File: config.mk
export PLATFORM = sky130hd
export DESIGN_NAME = sdram_ch_arbiter
export DESIGN_NICKNAME = d
export VERILOG_FILES = /design/src/rtl/sdram_arb_pkg.sv /design/src/rtl/sdram_rr_picker.sv /design/src/rtl/sdram_ch_arbiter.sv
export SDC_FILE = /design/constraint.sdc
export NUM_CORES = 1
export LEC_CHECK = 0
export ABC_AREA = 1
export ABC_CLOCK_PERIOD_IN_PS = 6000
export BUFFER_PORTS_ARGS = -buffer_cell sky130_fd_sc_hd__buf_2
export CAP_MARGIN = 20
export CELL_PAD_IN_SITES_DETAIL_PLACEMENT = 1
export CELL_PAD_IN_SITES_GLOBAL_PLACEMENT = 1
export CORE_MARGIN = 4
export CORE_UTILIZATION = 35
export CTS_BUF_LIST = sky130_fd_sc_hd__clkbuf_4
export DETAILED_ROUTE_END_ITERATION = 16
export GPL_TIMING_DRIVEN = 0
export HOLD_SLACK_MARGIN = 0.12
export PLACE_DENSITY = 0.95
export SYNTH_ARGS = -nofsm -noshare
export SYNTH_HDL_FRONTEND = slang
export SYNTH_SLANG_ARGS = --single-unit
File: constraint.sdc
create_clock -name clk -period 6 [get_ports clk]
set_input_delay 0.9 -clock clk [delete_from_list [all_inputs] [get_ports clk]]
set_output_delay 0.9 -clock clk [all_outputs]
set_load 0.005 [all_outputs]
File: src/rtl/sdram_arb_pkg.sv
// Shared types and widths for the SDRAM channel arbiter and its picker.
// ST_RFSH_HOLD exists only when SDRAM_ARB_RFSH_EN is defined.
package sdram_arb_pkg;

  localparam int ADDR_W = 26;
  localparam int DATA_W = 16;
  localparam int BE_W   = 2;

  typedef enum logic [2:0] {
    ST_QUIESCE,
    ST_IDLE,
    ST_ISSUE,
    ST_WAIT,
`ifdef SDRAM_ARB_RFSH_EN
    ST_DONE,
    ST_RFSH_HOLD
`else
    ST_DONE
`endif
  } arb_state_e;

endpackage

File: src/rtl/sdram_rr_picker.sv
// Combinational round-robin picker: grants the first requester above last_grant,
// wrapping modulo N. Reusable by any front end that owns its own last_grant.
module sdram_rr_picker #(
  parameter int N     = 4,
  parameter int IDX_W = (N > 1) ? $clog2(N) : 1
) (
  input  logic [N-1:0]     req,
  input  logic [IDX_W-1:0] last_grant,
  output logic             valid,
  output logic [IDX_W-1:0] grant
);

  logic [IDX_W-1:0] idx;

  // Walk from the farthest offset down so the nearest requester wins last.
  always_comb begin
    valid = |req;
    grant = '0;
    idx   = '0;
    for (int k = N; k >= 1; k--) begin
      idx = IDX_W'((int'(last_grant) + k) % N);
      if (req[idx]) grant = idx;
    end
  end

endmodule

File: src/rtl/sdram_ch_arbiter.sv
// Round-robin arbiter sharing one sdram controller channel between NUM_CLIENTS
// level-handshake clients. Optional idle-gap refresh under SDRAM_ARB_RFSH_EN.
module sdram_ch_arbiter
  import sdram_arb_pkg::*;
#(
  parameter int NUM_CLIENTS    = 4,
  parameter int QUIESCE_CYCLES = 16,
  parameter int RFSH_INTERVAL  = 480,
  parameter int RFSH_HOLD      = 8
) (
  input  logic                        clk,
  input  logic                        init,
  input  logic [NUM_CLIENTS-1:0]      cl_req,
  input  logic [NUM_CLIENTS-1:0]      cl_rnw,
  input  logic [NUM_CLIENTS*26-1:0]   cl_addr,
  input  logic [NUM_CLIENTS*16-1:0]   cl_din,
  input  logic [NUM_CLIENTS*2-1:0]    cl_be,
  output logic [NUM_CLIENTS-1:0]      cl_ack,
  output logic [15:0]                 cl_rdata,
  output logic [25:0]                 sd_addr,
  output logic [15:0]                 sd_din,
  output logic [1:0]                  sd_be,
  output logic                        sd_rnw,
  output logic                        sd_req,
  input  logic [15:0]                 sd_dout,
  input  logic                        sd_ready,
  output logic                        do_refresh
);

  localparam int IDX_W = (NUM_CLIENTS > 1) ? $clog2(NUM_CLIENTS) : 1;
  localparam int CNT_W = 16;

  if (NUM_CLIENTS < 2 || NUM_CLIENTS > 8 || QUIESCE_CYCLES < 1 || RFSH_HOLD < 1 ||
      RFSH_INTERVAL < 1 || RFSH_INTERVAL > 1023) begin : g_bad_cfg
    $error("sdram_ch_arbiter: parameter out of range");
  end

  // Client handshake: cl_req is a level held until a one-cycle cl_ack; the
  // client drops it the cycle after, otherwise the IDLE that follows re-grants it.
  arb_state_e         state_q, state_d;
  logic [CNT_W-1:0]   cnt_q, cnt_d;
  logic [IDX_W-1:0]   grant_q, grant_d;
  logic [IDX_W-1:0]   last_q, last_d;
  logic [ADDR_W-1:0]  sd_addr_q, sd_addr_d;
  logic [DATA_W-1:0]  sd_din_q, sd_din_d;
  logic [BE_W-1:0]    sd_be_q, sd_be_d;
  logic               sd_rnw_q, sd_rnw_d;
  logic               sd_req_q, sd_req_d;
  logic [DATA_W-1:0]  rdata_q, rdata_d;
  logic               pick_valid;
  logic [IDX_W-1:0]   pick_idx;

`ifdef SDRAM_ARB_RFSH_EN
  logic [9:0]         rfsh_cnt_q, rfsh_cnt_d;
  logic               do_refresh_q, do_refresh_d;
`endif

  sdram_rr_picker #(.N(NUM_CLIENTS), .IDX_W(IDX_W)) u_picker (
    .req        (cl_req),
    .last_grant (last_q),
    .valid      (pick_valid),
    .grant      (pick_idx)
  );

  always_comb begin
    state_d   = state_q;
    cnt_d     = cnt_q;
    grant_d   = grant_q;
    last_d    = last_q;
    sd_addr_d = sd_addr_q;
    sd_din_d  = sd_din_q;
    sd_be_d   = sd_be_q;
    sd_rnw_d  = sd_rnw_q;
    sd_req_d  = 1'b0;
    rdata_d   = rdata_q;
`ifdef SDRAM_ARB_RFSH_EN
    do_refresh_d = 1'b0;
    rfsh_cnt_d   = (rfsh_cnt_q == '1) ? rfsh_cnt_q : rfsh_cnt_q + 10'd1;
`endif
    case (state_q)
      // Any sd_ready seen here belongs to an access aborted by init.
      ST_QUIESCE: begin
        if (cnt_q == CNT_W'(QUIESCE_CYCLES - 1)) begin
          cnt_d   = '0;
          state_d = ST_IDLE;
        end else begin
          cnt_d = cnt_q + CNT_W'(1);
        end
      end
      ST_IDLE: begin
        if (pick_valid) begin
          grant_d   = pick_idx;
          sd_addr_d = cl_addr[int'(pick_idx)*ADDR_W +: ADDR_W];
          sd_din_d  = cl_din[int'(pick_idx)*DATA_W +: DATA_W];
          sd_be_d   = cl_be[int'(pick_idx)*BE_W +: BE_W];
          sd_rnw_d  = cl_rnw[pick_idx];
          state_d   = ST_ISSUE;
        end
`ifdef SDRAM_ARB_RFSH_EN
        else if (rfsh_cnt_q >= 10'(RFSH_INTERVAL)) begin
          do_refresh_d = 1'b1;
          rfsh_cnt_d   = '0;
          cnt_d        = '0;
          state_d      = ST_RFSH_HOLD;
        end
`endif
      end
      ST_ISSUE: begin
        sd_req_d = 1'b1;
        state_d  = ST_WAIT;
      end
      ST_WAIT: begin
        if (sd_ready) begin
          if (sd_rnw_q) rdata_d = sd_dout;
          state_d = ST_DONE;
        end else begin
          sd_req_d = 1'b1;
        end
      end
      ST_DONE: begin
        last_d  = grant_q;
        state_d = ST_IDLE;
      end
`ifdef SDRAM_ARB_RFSH_EN
      ST_RFSH_HOLD: begin
        if (cnt_q == CNT_W'(RFSH_HOLD - 1)) begin
          cnt_d   = '0;
          state_d = ST_IDLE;
        end else begin
          cnt_d = cnt_q + CNT_W'(1);
        end
      end
`endif
      default: state_d = ST_QUIESCE;
    endcase
  end

  always_ff @(posedge clk or posedge init) begin
    if (init) begin
      state_q   <= ST_QUIESCE;
      cnt_q     <= '0;
      grant_q   <= '0;
      last_q    <= IDX_W'(NUM_CLIENTS - 1);
      sd_addr_q <= '0;
      sd_din_q  <= '0;
      sd_be_q   <= '0;
      sd_rnw_q  <= 1'b0;
      sd_req_q  <= 1'b0;
      rdata_q   <= '0;
`ifdef SDRAM_ARB_RFSH_EN
      rfsh_cnt_q   <= '0;
      do_refresh_q <= 1'b0;
`endif
    end else begin
      state_q   <= state_d;
      cnt_q     <= cnt_d;
      grant_q   <= grant_d;
      last_q    <= last_d;
      sd_addr_q <= sd_addr_d;
      sd_din_q  <= sd_din_d;
      sd_be_q   <= sd_be_d;
      sd_rnw_q  <= sd_rnw_d;
      sd_req_q  <= sd_req_d;
      rdata_q   <= rdata_d;
`ifdef SDRAM_ARB_RFSH_EN
      rfsh_cnt_q   <= rfsh_cnt_d;
      do_refresh_q <= do_refresh_d;
`endif
    end
  end

  assign cl_ack   = (state_q == ST_DONE) ? (NUM_CLIENTS'(1) << grant_q) : '0;
  assign cl_rdata = rdata_q;
  assign sd_addr  = sd_addr_q;
  assign sd_din   = sd_din_q;
  assign sd_be    = sd_be_q;
  assign sd_rnw   = sd_rnw_q;
  assign sd_req   = sd_req_q;
`ifdef SDRAM_ARB_RFSH_EN
  assign do_refresh = do_refresh_q;
`else
  assign do_refresh = 1'b0;
`endif

endmodule

# == After elaboration in Yosys (flattened, before gate mapping) ==
# Cells that the tools add are included.
# op_classes
n_addsub,5
n_mul,1
order_cmp,5
n_eq_ne,8
n_shift,4
mux,22
n_reduce_logical,5
# op_table
operator,n
$shiftx 104x8->26,1
$shiftx 64x7->16,1
$add 16x1->16 const B,1
$eq 16x4->1 const B,1
$mux 16,1
$lt 2x3->1 const B,5
$pmux 3 s5,1
$bmux 1 s2,5
$mux 3,3
$mux 2,4
$shiftx 8x4->2,1
$eq 3x2->1 const B,2
$mul 2x4->6 const B,1
$mux 1,6
$ne 2x2->1 const B,3
$reduce_and 3->1,2
$add 2x1->2 const B,2
$add 2x2->2 const B,2
$mux 4,1
$reduce_or 4->1,1
$shl 1x2->4 const A,1
$eq 3x1->1 const B,1
$eq 3x3->1 const B,1
$logic_not 3->1,1
other kinds (2),2
# word_totals
ff_bits,85
inputBits,203
out_inout_bits,67
wordCells,60

# == Logic depth before layout (Yosys ltp) ==
# Gate-level depths: netlist of run 1.
# depth
depth_word,9
ltp_mapped,17
ltp_nobuf,13

# == By module ==
# From an unflattened synthesis of run 1, not the netlist that was laid out.
# unflattened
hier_cells,762
area_unflattened_um2,5195.0
# modules_own_cells
mod,n_inst,cells_each,area_each_um2,seq_area_each_um2
sdram_ch_arbiter,1,711,4928.5,2129.5
sdram_rr_picker,1,51,266.5,0.0

# == Worst setup path after synthesis of run 1 ==
# Ideal clock, no wire load.
# synth_timing
kind,input to register
start,in cl_req[1]
end,reg sd_addr_q[10] (netlist: sd_addr[10])
setup_ns,0.117
t_arrival_ns,1.958
required_ns,5.883
slack_ns,3.925
stages,14
path_buffers,2
path_cell_list,inv_1 > nand2_1 > nand2_1 > nand2_1 > nand2_1 > nand2_1 > nand3_1 > buf_4 > buf_2 > nand3_1 > nand3_1 > nand2_1 > nand2_1 > nand2_1
# synth_between
elab_chain_cells,8
elab_cells_between_ends,16
cone_classes,1 x mul; 1 x shift; 12 x mux; 2 x reduce/logical
# synth_lines
item,line_no,source
"start, declared",sdram_ch_arbiter.sv:13,"input logic [NUM_CLIENTS-1:0] cl_req,"
$bmux 1 s2,sdram_rr_picker.sv:22,if (req[idx]) grant = idx;
$mux 1 (not written as such),sdram_rr_picker.sv:22,
$mux 2 (4 in a row),sdram_rr_picker.sv:22,
$mul 2x4->6,sdram_ch_arbiter.sv:93,sd_addr_d = cl_addr[int'(pick_idx)*ADDR_W +: ADDR_W];
$shiftx 104x8->26,sdram_ch_arbiter.sv:93,
"end signal, assigned",sdram_ch_arbiter.sv:159,sd_addr_q <= sd_addr_d;
"end, declared",sdram_ch_arbiter.sv:44,"logic [ADDR_W-1:0] sd_addr_q, sd_addr_d;"
# Several ways; a longest one is shown, not always the timed one. The select of a mux whose other input is x is not followed.
# A chain may end at the register's enable or synchronous reset.

# == Worst setup path after layout of run 1 ==
# layout_timing
start,reg state_q[1]
end,out cl_ack[0]
# layout_between
elab_chain_cells,2
# layout_lines
item,line_no,source
"start, declared",sdram_ch_arbiter.sv:40,"arb_state_e state_q, state_d;"
"start signal, assigned",sdram_ch_arbiter.sv:155,state_q <= state_d;
$eq 3x3->1,sdram_ch_arbiter.sv:172,assign cl_ack = (state_q == ST_DONE) ? (NUM_CLIENTS'(1) << grant_q) : '0;
$mux 4,sdram_ch_arbiter.sv:172,
"end, declared",sdram_ch_arbiter.sv:18,"output logic [NUM_CLIENTS-1:0] cl_ack,"
# No other way between the ends.

==> flow_summary.toml, run 1 <==
[run_status]
status = "finished, final reports clean"

[place]
dpl.hpwl_um = 18400
dp_cells = 1439
place_area_um2 = 7620
pre_cts_slack_ns = 3.28
gp_routability_congestion = 0.859
port_buffers = 268

[synth]
synth_area_um2 = 5970
synthCells = 950
synthFlopType = "dfrtp_1"
yosysSeqAreaShare = 0.356
yosys-top-cells-area = "dfrtp_1 35%, nand2_1 21%, nand3_1 16%"
ys_types = 30
synth_edf_count = 0
async_reset_ff_frac = 1.00
synth_area_per_cell_um2 = 6.29
yosys_warnings = 0
ys_ff_latch = 85
syn_nets = 1154
yosysTopAreaCellShare = 0.348
yosysTopAreaCell = "dfrtp_1"

[cts]
path_clk_slew_ns = 0.15
cts_buffer_depth = 2
cts_sinks = 85
ctsResizeCount = 0
cts_made_buffers = 9
clk_latency_ns = 0.44
cts-root-buf = "clkbuf_4"
cts_tree = "built"
post_cts_buffers = 0
postCtsHoldBufs = 0
htree_levels = 3

[cells_and_area]
instances_no_fill = 1457
regArea_um2 = 2130
final_cell_area_um2 = 7790
multi_input_area_um2 = 2760
drive_above_1_share = 0.281
fin_nets = 1434
final_core_util = 0.468
syn2layout_area_growth_pct = 30.3
n_fill_cell = 2358

[sta]
rsz0062_at_grt = "no"
relSlewSlack = 0.636
fin_crit_ns = 2.62
tightest_slew_ns = 0.547
skew_ns = 0.0262
fmax_mhz = 381
whs_ns = 0.438
finalSetupViolCount = 0
worst_slack_ns = 3.38
hold_violations = 0
period_share = 0.437
drv_slew = 0
setup-tns-final_ns = 0

[detailed_routing]
remaining_drc_errors = 0
first_iter_violations = 226
wire_per_inst_um = 15.5
first_pass_iters = 5
via_per_inst = 4.70
routed_wl_um = 22500
vias = 6851
ant_nets = 0

[floorplan]
core_area_um2 = 16600
io_pins = 270
die_h_um = 139
die_width_um = 139
die_area_um2 = 19200
start_util = 0.359
core.rowCount = 47

[power_and_ir_drop]
p_per_area_nw_per_um2 = 526
p_leak_nw = 5.00
max-vdd-ir-drop_mv = 0.213
power_mw = 4.10

[grt]
track_usage = 0.226
grt_max_degree = 58
grt-ovfl-total = 0
antenna_found_initial = 3
grt_pass1_vias = 7094
grt_first_pass_wirelength_um = 35500

[worst_setup_path]
cp-end-kind = "output port"
setup.worst_path.start_class = "flip-flop"
arrival_ns = 1.72
crit_type = "flip-flop to output port"
cp_max_fo = 6
cp.required_ns = 5.10

[run]
maxCapViolations = 0

[hold_path]
hold_class = "primary input to asynchronous set/reset pin"
-- worst paths after layout --
| path | slack, ns | end | cells after the start | start |
|---|---|---|---|---|
| max in group asynchronous | 4.87 | last_q[0] | 3 | init |
| min | 0.44 | sd_addr[20] | 2 | init |
| min in group clk | 0.49 | sd_addr[5] | 2 | sd_addr[5] |
| min reg2reg | 0.49 | sd_addr[5] | 2 | sd_addr[5] |
| max | 3.38 | cl_ack[0] | 4 | state_q[1] |
| max reg2reg | 3.68 | sd_addr[2] | 17 | last_q[0] |
-- synthesized netlist by cell type, types with 4 or more instances --
library cell / number
a21oi_1: 4
xnor2_1: 4
o21ai_0: 9
xor2_1: 6
buf_2: 26
nand3_1: 193
dfrtp_1: 83
clkbuf_1: 11
mux2_2: 16
nor2_1: 16
buf_4: 11
inv_1: 209
nand2_1: 331
nand4_1: 5
nor3_1: 5
-- critical path: stages (launching register included) --
cell and delay, ns:
dfrtp_1 0.45, nor2_1 0.17, inv_1 0.09, nor4_1 0.39, buf_2 0.21
-- flip-flops by register name (all words and copies together) (netlist names) --
signal,flops
sd_din,16
sd_rnw,1
sd_req,1
sd_addr,26
grant_q,2
cl_rdata,16
last_q,2
state_q,3
cnt_q,16
sd_be,2
-- layer usage --
layer | wire (um) | vias up | global-route usage
met5 | 28 | - | 0
met2 | 11200 | 220 | 0.397
met3 | 1460 | 44 | 0.0534
li1 | - | 3417 | -
met4 | 655 | 4 | 0.0844
met1 | 9170 | 3166 | 0.269
-- kinds of logic after synthesis --
kind of cell    synth area share
flops                      0.356
fa+ha+maj                0.00209
compound gates            0.0188
simple gates               0.395
xor+xnor                  0.0147
buf+inv                    0.182
other cells             0.000628
mux                       0.0302
-- cell usage in the layout (no fill, tap or decap) --
cell type,instances
nand2_4,1
o31ai_1,1
conb_1,1
nor2_1,16
buf_6,3
mux2_2,16
nand2_1,331
o22ai_1,1
nand4_1,5
a31oi_1,2
ha_1,1
xor2_1,6
diode_2,2
nand3_1,193
buf_4,11
buf_16,1
clkbuf_4,13
xnor2_1,4
dfrtp_1,83
dfstp_2,2
clkinv_1,2
o21ai_1,1
nor3_1,5
inv_1,208
inv_4,2
inv_2,1
o21ai_0,9
buf_2,294
a21oi_4,1
bufinv_16,2
a21oi_1,4
nor4_1,3
clkbuf_1,11
nor3b_1,1
-- power by group --
part           internal [mW]  switching, mW
Combinational           1.01           1.72
Clock                  0.187          0.201
Sequential             0.823          0.156
-- area by class of cell --
cell class              instances  area share
diodes                          2    0.000643
plain buffers                  51      0.0370
clock buffers                  13      0.0125
clock inverters                 3     0.00819
inverters                     212       0.103
multi-input cells             602       0.354
flip-flops and latches         85       0.273
well taps                     220      0.0353
repair buffers                269       0.176
No activity file was read; power rests on OpenSTA's default activity.
==> run 2, diff against run 1 <==
ABC_CLOCK_PERIOD_IN_PS = 2400   (was 6000)
CORE_UTILIZATION = 29   (was 35)
PLACE_DENSITY = 0.84   (was 0.95)
clock period = 2.4 ns   (was 6 ns; I/O delays follow)
==> run 2 against run 1 <==
Effect of this change: via count is 1.4% higher; worst hold slack worse by 0.16 ns; sequential power grew to 2.5 times the previous value; die area is 19% higher; clock power is 130% higher; wire length is 4.8% higher; critical endpoint is now sd_addr[7].
==> flow_summary.toml, run 2 (synthesis results as in run 1) <==
[place]
dp_cells = 1490
dpl.hpwl_um = 18500
port_buffers = 268
gp_routability_congestion = 0.904

[sta]
fmax_mhz = 442
fin_crit_ns = 2.26
drv_slew = 0
tightest_slew_ns = 0.615
relSlewSlack = 0.590
skew_ns = 0.0159
period_share = 0.942
rsz0062_at_grt = "yes"
whs_ns = 0.278
hold_violations = 0
setup-tns-final_ns = 0
finalSetupViolCount = 0

[grt]
grt_max_degree = 40
track_usage = 0.200
antenna_found_initial = 4
grt_pass1_vias = 7284
grt_first_pass_wirelength_um = 36400
grt-ovfl-total = 0

[run_status]
status = "finished, final reports clean"

[detailed_routing]
ant_nets = 0
wire_per_inst_um = 15.4
remaining_drc_errors = 0
first_pass_iters = 4
vias = 6945
routed_wl_um = 23600
first_iter_violations = 191
via_per_inst = 4.54

[worst_setup_path]
crit_path_frequent_cell = "nand2_1"
cp.required_ns = 2.77
crit_type = "flip-flop to flip-flop"
setup.worst_path.start_class = "flip-flop"
cp-end-kind = "flip-flop"
crit_chain = "buf_6 > inv_2 > buf_6 > nand2_1 > nand2_1 > nand2_1 > nand2_1 > nand3_1 > buf_6 > buf_2 > nand3_1 > nand3_1 > nand2_1 > nand2_1 > nand2_1"
cp_slowest_stage_delay_ns = 0.56
cp_slowest_cell = "dfstp_2"
arrival_ns = 2.63
cp_max_fo = 11

[floorplan]
start_util = 0.295
die_h_um = 152
die_area_um2 = 23000
die_width_um = 152
core_area_um2 = 20200
io_pins = 270
core.rowCount = 52

[power_and_ir_drop]
max-vdd-ir-drop_mv = 0.452
p_leak_nw = 5.12
p_per_area_nw_per_um2 = 1310
power_mw = 10.7

[cts]
path_clk_slew_ns = 0.15
htree_levels = 3
cts-root-buf = "clkbuf_4"
cts_tree = "built"
cts_made_buffers = 9
cts_sinks = 85
cts_buffer_depth = 2
clk_latency_ns = 0.46

[hold_path]
hold_class = "primary input to flip-flop"

[cells_and_area]
multi_input_area_um2 = 2780
regArea_um2 = 2130
final_common_cell = "nand2_1"
final_core_util = 0.403
syn2layout_area_growth_pct = 36.6
drive_above_1_share = 0.280
instances_no_fill = 1530
n_fill_cell = 2740
layout.cells.most_common_list = "331 x nand2_1, 281 x buf_2, 208 x inv_1"
largest_reg_flops = 26
fin_nets = 1456

[run]
maxCapViolations = 0
## run 2: cell types whose count changed in the layout (fill, tap and decap cells not counted), moves of 2 or more
cell | previous run | this run
clkinvlp_4 | 0 | 2
buf_2 | 294 | 281
dlygate4sd3_1 | 0 | 18
clkbuf_4 | 13 | 20
buf_4 | 11 | 3
buf_6 | 3 | 12
inv_6 | 0 | 2
buf_8 | 0 | 2
buf_12 | 0 | 3
## run 2: routing by layer
layer / global-route usage / wire, um / vias up
met2: 0.346 / 11500 / 200
li1: - / - / 3477
met4: 0.0526 / 454 / 6
met1: 0.249 / 9950 / 3225
met3: 0.0523 / 1630 / 37
met5: 0 / 35 / -
## run 2: worst paths after layout
path | slack (ns) | cells past startpoint | startpoint | end
worst max-delay path | 0.14 | 15 | last_q[0] | sd_addr[7]
worst min-delay path | 0.28 | 7 | cl_din[52] | sd_din[4]
worst max register to register | 0.14 | 15 | last_q[0] | sd_addr[7]
worst min register to register | 0.50 | 2 | sd_din[14] | sd_din[14]
max in group asynchronous | 1.47 | 4 | init | last_q[0]
min in group asynchronous | 0.38 | 3 | init | cl_rdata[11]
## run 2: final cells by class
class / instances / share of cell area
Inverter: 212 / 0.0983
Clock inverter: 7 / 0.00966
Tap cell: 270 / 0.0414
Timing Repair Buffer: 290 / 0.195
Multi-Input combinational cell: 603 / 0.340
Antenna cell: 3 / 0.000920
Buffer: 51 / 0.0454
Sequential cell: 85 / 0.261
Clock buffer: 9 / 0.00828
## run 2: stage by stage
step	worst slack, ns	instance area [um^2]
5_1_grt	-0.0220	8160
3_3_place_gp	0.0960	7660
2_1_floorplan	0.528	5980
3_5_place_dp	0.0304	7700
6_report	0.139	8160
4_1_cts	0.0292	8030
## run 2: report_power, final
group | leakage (nW) | switching, mW | internal [mW]
Clock | 0.0765 | 0.567 | 0.331
Sequential | 1.07 | 0.392 | 2.06
Combinational | 3.97 | 4.51 | 2.85
Total | 5.12 | 5.47 | 5.24
## run 2: worst max-delay path: cells and delay by family, from the launching register on
family	cells	cell delay, ns
buf+inv	5	0.76
simple gates	10	0.86
flops	1	0.56
## run 2: timing repair
| item | CTS | global route |
|---|---|---|
| endpoints found under the setup margin | 1 | 45 |
| gates cloned | 0 | 1 |
| gates resized for setup | 1 | 30 |
| buffers inserted | 0 | 2 |
| hold buffers | 18 | 0 |
| endpoints found under the hold margin | 102 | 0 |
==> run 3, diff against run 2 <==
ABC_AREA = 0   (was 1)
CORE_UTILIZATION = 31   (was 29)
SLEW_MARGIN = 40   (was default)
==> run 3 against run 2 <==
Effect of this change: wire length down 15%; critical path depth shrank 8; clock-buffer cell count up 1; combinational power shrank 40%; sequential power hardly changed; clock skew is 0.012 ns higher; global-route usage grew 0.26 points; first-iteration DRC count is 14% higher; area after synthesis down 12%; core utilization up 3.5 points; flip-flop and latch count unchanged.
==> flow_summary.toml, run 3 <==
[detailed_routing]
first_pass_iters = 4
via_per_inst = 5.10
remaining_drc_errors = 0
routed_wl_um = 19900
ant_nets = 0
vias = 5075
wire_per_inst_um = 20.0
first_iter_violations = 217

[cts]
cts_sinks = 85
cts_buffer_depth = 2
htree_levels = 3
path_clk_slew_ns = 0.14
clk_latency_ns = 0.46
cts_tree = "built"
cts_made_buffers = 9
cts-root-buf = "clkbuf_4"

[cells_and_area]
regArea_um2 = 2130
n_fill_cell = 1989
final_common_cell = "buf_2"
layout.cells.most_common_list = "273 x buf_2, 95 x nand3_1, 83 x dfrtp_1"
final_core_util = 0.438
multi_input_area_um2 = 2770
syn2layout_area_growth_pct = 38.8
drive_above_1_share = 0.505
fin_nets = 972
largest_reg_flops = 26

[sta]
hold_violations = 0
skew_ns = 0.0282
finalSetupViolCount = 0
rsz0062_at_grt = "no"
period_share = 0.941
relSlewSlack = 0.632
drv_slew = 0
whs_ns = 0.162
fin_crit_ns = 2.26
fmax_mhz = 443
tightest_slew_ns = 0.551
worst_slack_ns = 0.142

[worst_setup_path]
r2r-start = "last_q[1]"
cp.required_ns = 2.74
crit_type = "flip-flop to flip-flop"
startpoint = "last_q[1]"
arrival_ns = 2.59
cp_max_fo = 10
cp-end-kind = "flip-flop"
setup.worst_path.start_class = "flip-flop"

[grt]
grt-ovfl-total = 0
grt_pass1_vias = 5606
grt_first_pass_wirelength_um = 29600
grt_max_degree = 25
track_usage = 0.203
antenna_found_initial = 2

[synth]
synth.most_common_cell = "nand3_1"
synthFlopType = "dfrtp_1"
async_reset_ff_frac = 1.00
synthCells = 471
yosys-top-cells-area = "dfrtp_1 40%, mux2_4 11%, nand3_1 9.1%"
yosysTopAreaCell = "dfrtp_1"
ys_types = 41
synth_edf_count = 0
synth_common_cells = "95 x nand3_1, 83 x dfrtp_1, 46 x mux2i_1, 45 x a221o_1, 40 x mux2_4"
synth_area_per_cell_um2 = 11.1
yosysTopAreaCellShare = 0.397
synth_area_um2 = 5240
yosysSeqAreaShare = 0.407
syn_nets = 675
yosys_warnings = 0
ys_ff_latch = 85

[hold_path]
hold_class = "primary input to flip-flop"
hp-start = "sd_dout[2]"

[floorplan]
die_h_um = 138
die_width_um = 138
start_util = 0.316
core_area_um2 = 16600
io_pins = 270
die_area_um2 = 19000
core.rowCount = 47

[power_and_ir_drop]
p_per_area_nw_per_um2 = 1060
p_leak_nw = 3.61
power_mw = 7.74
max-vdd-ir-drop_mv = 0.363

[place]
dpl.hpwl_um = 15600
pre_cts_slack_ns = -0.163
gp_routability_congestion = 0.790
port_buffers = 268

[run_status]
status = "finished, final reports clean"

[run]
maxCapViolations = 0
[run 3: area by class of cell]
class                           count  area share
Multi-Input combinational cell    341       0.381
Timing Repair Buffer              286       0.218
Tap cell                          220      0.0379
Antenna cell                        2    0.000688
Clock inverter                      6     0.00878
Buffer                             42      0.0478
Sequential cell                    85       0.293
Inverter                            3     0.00207
Clock buffer                       10      0.0103
[run 3: layer usage]
metal  track usage  share of wire  routed length, um  vias to the layer above
li1              -              -                  -                     2370
met1         0.233           0.39               7820                     2496
met2         0.375           0.53              10500                      181
met3        0.0406          0.060               1190                       28
met4        0.0659          0.020                399                        0
met5             0              0                  0                        -
[run 3: path summary, 6_finish.rpt]
path	to	slack, ns	depth (start not counted)
hold reg to reg	last_q[0]	0.50	2
setup reg to reg	sd_addr[0]	0.14	7
setup / recovery	sd_addr[0]	0.14	7
max in group asynchronous	last_q[1]	1.15	5
hold / removal	cl_rdata[2]	0.16	2
min in group asynchronous	sd_addr[9]	0.50	3
[run 3: report_power, final]
part	internal, mW	leakage, nW	switching (mW)
logic	2.22	2.47	2.17
registers	2.05	1.06	0.422
clock network	0.331	0.0761	0.541
total	4.60	3.61	3.14
[run 3: cell families (layout without fill, tap and decap cells)]
kind of cell    after synthesis  in the layout  share of synthesized area
mux                         107            107                      0.248
fa+ha+maj                     1              1                    0.00239
flops                        85             85                      0.407
buf+inv                      45            347                     0.0657
simple gates                162            162                      0.153
xor+xnor                     12             12                     0.0201
compound gates               58             58                      0.103
other cells                   1              3                   0.000716
[run 3: critical path: stages (launching register included)]
cell and delay, ns:
dfstp_2 0.62, mux2i_1 0.20, o22ai_1 0.13, a21oi_4 0.19, buf_12 0.16, buf_6 0.18
mux2_4 0.32, a221o_1 0.33
[run 3: per-stage QoR]
stage | instances | cell area, um^2 | TNS (ns)
4_1_cts | 992 | 7240 | -0.159
3_5_place_dp | 962 | 6930 | -5.43
2_1_floorplan | 471 | 5240 | 0
3_3_place_gp | 959 | 6860 | -5.14
5_1_grt | 995 | 7270 | 0
6_report | 995 | 7270 | 0
[run 3: repair_timing]
action / in CTS / in global routing
buffers inserted: 4 / 0
gates cloned: 0 / 0
setup endpoints to repair: 42 / 43
endpoints found under the hold margin: 26 / 1
resized for setup: 2 / 17
hold buffers: 10 / 1
